<file path="src/rtl/hazard_scoreboard_pkg.sv">
// Shared types and constants for the hazard scoreboard: entry record,
// register-index width helper and the hard-wired zero register index.
package hazard_scoreboard_pkg;

   localparam int REG_AW_MAX = 8;
   localparam int AGE_W      = 8;
   localparam int X0_IDX     = 0;

   typedef struct packed {
      logic                  valid;
      logic [REG_AW_MAX-1:0] rd;
      logic                  we;
      logic [AGE_W-1:0]      ready_age;
   } sb_entry_t;

   function automatic int reg_aw(input int nregs);
      return (nregs > 2) ? $clog2(nregs) : 1;
   endfunction

endpackage

</file>
<file path="src/rtl/hazard_match.sv">
// Youngest-match priority search of one source operand against the in-flight
// scoreboard entries; reports a ready forward or a not-yet-ready hazard.
module hazard_match
   import hazard_scoreboard_pkg::*;
#(
   parameter int XLEN      = 32,
   parameter int FWD_DEPTH = 3,
   parameter int REG_AW    = 5
) (
   input  logic [REG_AW-1:0]               rs,
   input  logic                            rs_used,
   input  sb_entry_t [FWD_DEPTH-1:0]       entries,
   input  logic [FWD_DEPTH-1:0][XLEN-1:0]  stage_data,
   output logic                            hit,
   output logic                            busy,
   output logic [XLEN-1:0]                 data
);

   logic            use_s;
   logic            match_s;
   logic            found_s;
   logic            ready_s;
   logic [XLEN-1:0] data_s;

   // Scan oldest to youngest so the youngest match overwrites any older one.
   always_comb begin
      use_s   = rs_used & (rs != REG_AW'(X0_IDX));
      match_s = 1'b0;
      found_s = 1'b0;
      ready_s = 1'b0;
      data_s  = '0;
      for (int i = FWD_DEPTH - 1; i >= 0; i--) begin
         match_s = use_s & entries[i].valid & entries[i].we &
                   (entries[i].rd == REG_AW_MAX'(rs));
         found_s = found_s | match_s;
         ready_s = match_s ? (AGE_W'(i) >= entries[i].ready_age) : ready_s;
         data_s  = match_s ? stage_data[i] : data_s;
      end
      hit  = found_s & ready_s;
      busy = found_s & ~ready_s;
      data = (found_s & ready_s) ? data_s : '0;
   end

endmodule

</file>
<file path="src/rtl/hazard_scoreboard.sv">
// Pipeline hazard scoreboard: tracks in-flight destinations, forwards ready
// results to decode and stalls on unready ones. Optional HAZARD_STATS_EN
// adds saturating stall/forward activity counters.
module hazard_scoreboard
   import hazard_scoreboard_pkg::*;
#(
   parameter int XLEN      = 32,
   parameter int NREGS     = 32,
   parameter int NUM_SRC   = 2,
   parameter int FWD_DEPTH = 3,
   parameter int LOAD_LAT  = 1,
   localparam int REG_AW   = reg_aw(NREGS)
) (
   input  logic                            clk,
   input  logic                            reset_n,
   input  logic                            id_valid,
   input  logic [NUM_SRC-1:0][REG_AW-1:0]  id_rs,
   input  logic [NUM_SRC-1:0]              id_rs_used,
   input  logic [REG_AW-1:0]               id_rd,
   input  logic                            id_rd_we,
   input  logic                            id_is_load,
   input  logic                            flush,
   input  logic [FWD_DEPTH-1:0][XLEN-1:0]  stage_data,
`ifdef HAZARD_STATS_EN
   output logic [31:0]                     stall_cycles,
   output logic [31:0]                     fwd_count,
`endif
   output logic                            stall,
   output logic [NUM_SRC-1:0]              fwd_hit,
   output logic [NUM_SRC-1:0][XLEN-1:0]    fwd_data
);

   sb_entry_t [FWD_DEPTH-1:0]       entries_r;
   sb_entry_t                       new_s;
   logic [NUM_SRC-1:0]              hit_s;
   logic [NUM_SRC-1:0]              busy_s;
   logic [NUM_SRC-1:0][XLEN-1:0]    data_s;

   for (genvar s = 0; s < NUM_SRC; s++) begin : g_src
      hazard_match #(
         .XLEN      (XLEN),
         .FWD_DEPTH (FWD_DEPTH),
         .REG_AW    (REG_AW)
      ) u_match (
         .rs         (id_rs[s]),
         .rs_used    (id_rs_used[s]),
         .entries    (entries_r),
         .stage_data (stage_data),
         .hit        (hit_s[s]),
         .busy       (busy_s[s]),
         .data       (data_s[s])
      );
   end

   // Decode-side outputs; flush kills the stall, an empty slot kills everything.
   always_comb begin
      stall = id_valid & ~flush & (|busy_s);
      for (int s = 0; s < NUM_SRC; s++) begin
         fwd_hit[s]  = id_valid & hit_s[s];
         fwd_data[s] = (id_valid & hit_s[s]) ? data_s[s] : '0;
      end
   end

   // Entry entering stage 0; x0 writes are dropped here so they never match.
   always_comb begin
      new_s.valid     = id_valid & ~stall & ~flush;
      new_s.rd        = REG_AW_MAX'(id_rd);
      new_s.we        = id_rd_we & (id_rd != REG_AW'(X0_IDX));
      new_s.ready_age = id_is_load ? AGE_W'(LOAD_LAT) : '0;
   end

   // Shift register of in-flight entries, youngest at index 0.
   always_ff @(posedge clk or negedge reset_n) begin
      if (!reset_n) begin
         entries_r <= '0;
      end else begin
         entries_r[0] <= new_s;
         for (int i = 1; i < FWD_DEPTH; i++) begin
            entries_r[i] <= entries_r[i-1];
         end
      end
   end

`ifdef HAZARD_STATS_EN
   // Saturating activity counters.
   always_ff @(posedge clk or negedge reset_n) begin
      if (!reset_n) begin
         stall_cycles <= 32'd0;
         fwd_count    <= 32'd0;
      end else begin
         if (stall && (stall_cycles != 32'hFFFF_FFFF)) begin
            stall_cycles <= stall_cycles + 32'd1;
         end else begin
            stall_cycles <= stall_cycles;
         end
         if ((|fwd_hit) && (fwd_count != 32'hFFFF_FFFF)) begin
            fwd_count <= fwd_count + 32'd1;
         end else begin
            fwd_count <= fwd_count;
         end
      end
   end
`endif

endmodule

</file>
<file path="config.mk">
export PLATFORM = sky130hd
export DESIGN_NAME = hazard_scoreboard
export DESIGN_NICKNAME = d
export VERILOG_FILES = /design/src/rtl/hazard_scoreboard_pkg.sv /design/src/rtl/hazard_match.sv /design/src/rtl/hazard_scoreboard.sv
export SDC_FILE = /design/constraint.sdc
export NUM_CORES = 1
export LEC_CHECK = 0
export ABC_AREA = 1
export BUFFER_PORTS_ARGS = -buffer_cell sky130_fd_sc_hd__buf_4
export CAP_MARGIN = 25
export CELL_PAD_IN_SITES_DETAIL_PLACEMENT = 0
export CELL_PAD_IN_SITES_GLOBAL_PLACEMENT = 1
export CORE_MARGIN = 4
export CORE_UTILIZATION = 26
export CTS_BUF_LIST = sky130_fd_sc_hd__clkbuf_2
export DETAILED_ROUTE_END_ITERATION = 10
export PLACE_DENSITY_LB_ADDON = 0.1
export SYNTH_ARGS = -nofsm -noshare
export SYNTH_HDL_FRONTEND = slang
export SYNTH_HIERARCHICAL = 1
export SYNTH_SLANG_ARGS = --single-unit
</file>
<file path="constraint.sdc">
create_clock -name clk -period 5.1 [get_ports clk]
set_input_delay 0.51 -clock clk [delete_from_list [all_inputs] [get_ports clk]]
set_output_delay 0.51 -clock clk [all_outputs]
set_load 0.1 [all_outputs]
</file>
==> flow_metrics.env, run 1 <==
export IMPL_clock_latency_ns=0.34
export IMPL_synth_xor_area_share_pct=0.7107
export IMPL_ir_drop_mv=0.1372
export IMPL_drive_gt1_share_pct=23.98
export IMPL_worst_slew_pin_transition_ns=0.7301
export IMPL_die_area_mm2=0.02123
export IMPL_fin_ws_ns=1.095
export IMPL_synth_area_mm2=0.004930
export IMPL_antenna_found_initial=0
export IMPL_cp_arrival_ns=3.50
export IMPL_syn2layout_area_growth_pct=34.70
export IMPL_finalSetupViolations=0
export IMPL_muxShareOfSynthArea_pct=0
export IMPL_grt_usage_pct=16.95
export IMPL_slowest_stage="dfrtp_1"
export IMPL_coreArea_mm2=0.01871
export IMPL_finalCritPeriodShare_pct=78.54
export IMPL_routabilityCongestion=0.8064
export IMPL_die_h_um=145.7
export IMPL_fp_dieW_um=145.7
export IMPL_power_density_mw_per_mm2=76.04
export IMPL_place_hpwl_um=14160
export IMPL_row_count=50
export IMPL_synth_warnings=6
export IMPL_dp_worst_setup_slack_ns=1.178
export IMPL_top_regs="entries_r (24)"
export IMPL_via_per_inst=4.303
export IMPL_cap_violations=0
export IMPL_vias=5977
export IMPL_nNetsFinal=1275
export IMPL_postSynthCellCount=952
export IMPL_synthFlopType="dfrtp_1"
export IMPL_slew_viol_final=0
export IMPL_cts_tree="yes"
export IMPL_critPathMaxFanout=33
export IMPL_hp_class="primary input to flip-flop"
export IMPL_drt_initial_drc_count=295
export IMPL_ioPinCount=186
export IMPL_grt_ovfl_total=0
export IMPL_setup_worst_path_end_class="primary output"
export IMPL_synth_simple_area_share_pct=71.62
export IMPL_num_antenna_cells=0
export IMPL_fin_setup_tns_ns=0
export IMPL_synth_compound_area_share_pct=0.4061
export IMPL_first_global_vias=5745
export IMPL_start_util_pct=26.35
export IMPL_synth_cell_types=27
export IMPL_rr_endpoint="entries_r[17]"
export IMPL_fin_crit_ns=4.005
export IMPL_crit_chain="nand2_1, nand2_1, nor2_1, nand2_1, nor2_4, nand3_1, nand2_1, inv_2, nand2_2, nand2_4, inv_1, nand2_1, buf_4, nor2_1, buf_4"
export IMPL_cts_max_level=1
export IMPL_top_register="entries_r"
export IMPL_cpPeakStageDelay_ns=0.49
export IMPL_largest_register_ffs=24
export IMPL_yosysTopAreaCell="nand2_1"
export IMPL_wl_per_cell_um=13.40
export IMPL_worstHoldStart="id_is_load"
export IMPL_required_ns=4.59
export IMPL_portBuffers=185
export IMPL_grt_max_degree=68
export IMPL_p_leak_nw=3.311
export IMPL_cts_clk_slew_worst_paths_ns=0.23
export IMPL_synth_seq_cells=24
export IMPL_syn_avg_cell_area_um2=5.178
export IMPL_grt_pass1_wl_um=30130
export IMPL_max_freq_mhz=249.7
export IMPL_drc=0
export IMPL_skew_ns=0.004763
export IMPL_ys_seq_area_share_pct=12.18
export IMPL_cts_root_buf="clkbuf_2"
export IMPL_path_buf_inv=4
export IMPL_cts_resized=0
export IMPL_min_path_cells=1
export IMPL_r2r_cells=11
export IMPL_synthAdderAreaFrac_pct=0
export IMPL_synth_most_common_cell="nand2_1"
export IMPL_hold_path_end="entries_r[0]"
export IMPL_cts_buffers_inserted=3
export IMPL_finish_utilization_pct=35.50
export IMPL_ys_top_cells_by_count="342 x nand2_1, 134 x nor2_1, 91 x inv_1"
export IMPL_cts_sinks=24
export IMPL_finalHoldViolCount=0
export IMPL_synth_top_area_share_pct=26.04
export IMPL_routed_wirelength_um=18620
export IMPL_start_kind="flip-flop"
export IMPL_status="complete, no violations"
export IMPL_synth_top_family_by_area="simple AND/OR/NAND/NOR gates"
export IMPL_rsz0062_at_grt="false"
export IMPL_slew_headroom_pct=51.33
export IMPL_clock_path_buffers=2
export IMPL_rrSetupSlack_ns=2.80
export IMPL_async_reset_ff_share_pct=100.0
export IMPL_r2r_start="entries_r[28]"
export IMPL_fin_hold_ws_ns=0.2580
export IMPL_cp_common_cell="nand2_1"
export IMPL_worst_setup_path_type="flip-flop to primary output"
export IMPL_synth_area_leaders="nand2_1 26%, dfrtp_1 12%, nor2_1 10%"
export IMPL_critPathTopFamily="simple AND/OR/NAND/NOR gates"
export IMPL_drtAntennaViolNets=0
export IMPL_synth_edf_count=0
export IMPL_drt_first_pass_iters=5
## where the power goes
part           total [W]  switching (W)  internal, W
Combinational   0.000168      0.0000830    0.0000849
Clock           0.000126      0.0000586    0.0000675
Sequential      0.000211      0.0000105     0.000200
Total           0.000505       0.000152     0.000353
## placed cells by master, fill, tap and decap left out
cell type | netlist | final
and3_1 | 2 | 2
nand2_2 | 4 | 4
nor3_1 | 9 | 9
clkinv_1 | 2 | 2
nand3_2 | 2 | 2
nor2_1 | 134 | 134
nand2_4 | 2 | 2
inv_1 | 91 | 91
clkbuf_2 | 4 | 3
dfrtp_1 | 24 | 24
xor2_1 | 2 | 2
or2_2 | 12 | 12
buf_4 | 4 | 197
dlygate4sd3_1 | 0 | 1
a21oi_1 | 2 | 2
nand3_1 | 81 | 81
nor2_4 | 4 | 4
bufinv_16 | 0 | 1
nand2_1 | 342 | 342
nor2_2 | 38 | 38
nand3b_1 | 64 | 64
conb_1 | 1 | 60
or2_1 | 56 | 56
o21ai_1 | 2 | 2
inv_2 | 14 | 14
xnor2_1 | 2 | 2
nor4_1 | 4 | 4
## worst register-to-register path, cell delays in order (launching register included)
cell,delay [ns]
dfrtp_1,0.49
nor2_1,0.07
nor2_1,0.15
nand3_1,0.14
nor2_4,0.35
buf_4,0.37
nand3_1,0.11
nand2_1,0.11
inv_2,0.05
nand2_2,0.08
a21oi_1,0.09
nor3_1,0.22
## how the worst max path moves through the flow
stage          depth (start not counted)     startpoint      endpoint  slack, ns
2_1_floorplan                         15       id_rs[6]  fwd_data[53]       1.58
3_3_place_gp                          17       id_rs[6]  fwd_data[47]       1.24
3_5_place_dp                          14       id_rs[3]  fwd_data[16]       1.18
4_1_cts                               15  entries_r[28]  fwd_data[16]       0.98
5_1_grt                               16  entries_r[27]  fwd_data[21]       0.56
6_report                              15  entries_r[28]  fwd_data[16]       1.09
## what timing repair did
action / in CTS / in global routing
hold buffers: 0 / 1
setup buffers: 0 / 0
endpoints found under the hold margin: 0 / 22
## routing by layer
metal  vias up  global-route usage [%]  part of all wire, %  routed length (um)
met5         -                       0                    0                   0
met3         4                   2.180                  4.8                 897
met4         0                   1.045                 0.38                  71
met1      2619                   23.30                   48                8901
met2       137                   29.75                   47                8745
li1       3217                       -                    -                   -
## final cells by class
cell class	count	area [um^2]
clock buffer	3	15.01
clock inverter	1	30.03
fill	2225	12070
inverter	107	401.6
multi-input combinational	822	3811
sequential	24	600.6
tap	234	292.8
timing repair buffer	198	1489
## kinds of logic (layout without fill, tap and decap cells)
kind of cell / after synthesis / count (layout)
AND/OR/NAND/NOR: 754 / 754
flip-flops: 24 / 24
other: 1 / 60
AO/OA/AOI/OAI: 4 / 4
XOR/XNOR: 4 / 4
buffers and inverters: 165 / 309
## per-stage QoR
stage	cells	power (W)	area [um^2]
final	1389	0.0005049	6640
after global routing	1389	0.0005401	6640
after CTS	1388	0.0005103	6630
after detailed placement	1384	0.0003822	6585
after global placement	1384	0.0003823	6585
after floorplan	1011	0.0002800	5151
Note: power is estimated with default switching activity, not from simulation.
==> run 2: changes to the inputs <==
==> constraint.sdc (replaced) <==
create_clock -name clk -period 3.5 [get_ports clk]
set_input_delay 0.35 -clock clk [delete_from_list [all_inputs] [get_ports clk]]
set_output_delay 0.35 -clock clk [all_outputs]
set_load 0.1 [all_outputs]
==> run 2 against run 1 <==
  * Non-clock buffer count rose by 9
  * Routed wire length barely moved
  * Count of clock-buffer cells in the layout did not move
  * Combinational power rose by 45%
  * Core utilization rose by 0.27 points
  * Sequential power rose by 45%
  * Critical path depth did not move
  * Via count rose by 1.5%
  * Global-route usage fell by 0.12 points
  * Design area rose by 0.75%
  * Sequential cell count did not move
  * First-iteration DRC count rose by 11%
  * Critical path type unchanged
  * Critical endpoint unchanged
  * Largest power group unchanged
==> flow_metrics.env, run 2 (synthesis gave the netlist of run 1 again) <==
export IMPL_fin_setup_tns_ns=0
export IMPL_drc=0
export IMPL_start_util_pct=26.35
export IMPL_grt_max_degree=65
export IMPL_rsz0062_at_grt="false"
export IMPL_top_regs="entries_r (24)"
export IMPL_num_antenna_cells=0
export IMPL_fillCellCount=2199
export IMPL_finalCritPeriodShare_pct=89.41
export IMPL_grt_ovfl_total=0
export IMPL_vias=6067
export IMPL_layout_common_cells="342 x nand2_1, 205 x buf_4, 134 x nor2_1"
export IMPL_start_kind="flip-flop"
export IMPL_rrSetupSlack_ns=1.44
export IMPL_power_density_mw_per_mm2=98.32
export IMPL_place_hpwl_um=14410
export IMPL_fp_dieW_um=145.7
export IMPL_grt_pass1_wl_um=29630
export IMPL_worst_slew_pin_transition_ns=0.6745
export IMPL_largest_register_ffs=24
export IMPL_drive_gt1_share_pct=24.51
export IMPL_coreArea_mm2=0.01871
export IMPL_fin_crit_ns=3.129
export IMPL_stdcell_count=1397
export IMPL_row_count=50
export IMPL_critPathMaxFanout=32
export IMPL_nNetsFinal=1284
export IMPL_cts_sinks=24
export IMPL_slew_headroom_pct=55.03
export IMPL_cts_max_level=1
export IMPL_worst_setup_path_type="flip-flop to primary output"
export IMPL_required_ns=3.15
export IMPL_via_per_inst=4.343
export IMPL_cts_clk_slew_worst_paths_ns=0.23
export IMPL_status="complete, no violations"
export IMPL_cts_root_buf="clkbuf_2"
export IMPL_slew_viol_final=0
export IMPL_wl_per_cell_um=13.33
export IMPL_clock_path_buffers=2
export IMPL_setup_worst_path_end_class="primary output"
export IMPL_finalHoldViolCount=0
export IMPL_final_common_cell="nand2_1"
export IMPL_portBuffers=185
export IMPL_drtAntennaViolNets=0
export IMPL_cts_buffers_inserted=3
export IMPL_antenna_found_initial=0
export IMPL_p_leak_nw=3.345
export IMPL_place_inst=1393
export IMPL_hp_class="primary input to flip-flop"
export IMPL_first_global_vias=5785
export IMPL_syn2layout_area_growth_pct=35.71
export IMPL_cts_resized=0
export IMPL_ioPinCount=186
export IMPL_clock_latency_ns=0.34
export IMPL_grt_usage_pct=16.83
export IMPL_ir_drop_mv=0.1331
export IMPL_die_area_mm2=0.02123
export IMPL_top_register="entries_r"
export IMPL_routed_wirelength_um=18620
export IMPL_routabilityCongestion=0.7488
export IMPL_finalSetupViolations=0
export IMPL_cap_violations=0
export IMPL_cp_arrival_ns=2.78
export IMPL_die_h_um=145.7
export IMPL_cts_tree="yes"
export IMPL_max_freq_mhz=319.6
export IMPL_drt_first_pass_iters=5
export IMPL_skew_ns=0.01554
export IMPL_drt_initial_drc_count=326
## run 2: cell count changes in the layout (fill, tap and decap cells not counted)
cell / change
buf_12: +1
buf_4: +8
bufinv_16: -1
## run 2: worst max-delay path, stage by stage, from the launching register on
cell and delay [ns]:
dfrtp_1 0.47, inv_1 0.07, nand2_1 0.05, nand2_1 0.09
nand3_1 0.13, nor2_4 0.15, buf_4 0.25, nand2_2 0.08
nand3_1 0.10, nand2_2 0.08, nand2_4 0.06, buf_4 0.44
nor2_1 0.11, inv_1 0.07, nor2_1 0.04, buf_4 0.23
## run 2: what timing repair did
action | in CTS | in global routing
buffers inserted | 0 | 0
hold buffers | 1 | 0
hold endpoints to repair | 24 | 0
## run 2: layout make-up
| cell class | instances | area (um^2) | share of cell area, % |
|---|---|---|---|
| Multi-Input combinational cell | 822 | 3811 | 56.97 |
| Timing Repair Buffer | 207 | 1569 | 23.45 |
| Clock buffer | 3 | 15.01 | 0.2244 |
| Tap cell | 234 | 292.8 | 4.376 |
| Sequential cell | 24 | 600.6 | 8.977 |
| Inverter | 107 | 401.6 | 6.003 |
## run 2: layer usage
layer / global-route usage, % / wire [um] / vias up
met1: 22.77 / 8726 / 2687
met5: 0 / 0 / -
met2: 29.66 / 8839 / 146
met4: 1.852 / 87 / 0
li1: - / - / 3228
met3: 2.055 / 965 / 6
## run 2: path summary, 6_finish.rpt
check,endpoint,depth (start not counted),startpoint
max in group asynchronous,entries_r[44],2,reset_n
max,fwd_data[16],15,entries_r[30]
min in group asynchronous,entries_r[31],2,reset_n
max reg2reg,entries_r[17],12,entries_r[30]
min reg2reg,entries_r[36],0,entries_r[18]
min,entries_r[13],1,id_rd[4]
## run 2: power by group
group	internal (W)	switching, W	leakage [nW]
Clock	0.0000233	0.0000830	0.0125
Combinational	0.000125	0.000120	3.05
Sequential	0.000292	0.0000152	0.284
## run 2: stage by stage
| stage | total power [W] | setup WS [ns] | area, um^2 | hold WS (ns) | util [%] |
|---|---|---|---|---|---|
| 3_5_place_dp | 0.0005569 | 0.6062 | 6665 | 0.2775 | 35.63 |
| 2_1_floorplan | 0.0004079 | 0.2906 | 5151 | 0.05441 | - |
| 5_1_grt | 0.0007083 | 0.02739 | 6690 | 0.05286 | 35.77 |
| 4_1_cts | 0.0006672 | 0.2823 | 6690 | 0.07703 | 35.77 |
| 6_report | 0.0006578 | 0.3706 | 6690 | 0.1007 | 35.77 |
| 3_3_place_gp | 0.0005573 | 0.6380 | 6665 | 0.2774 | 35.63 |
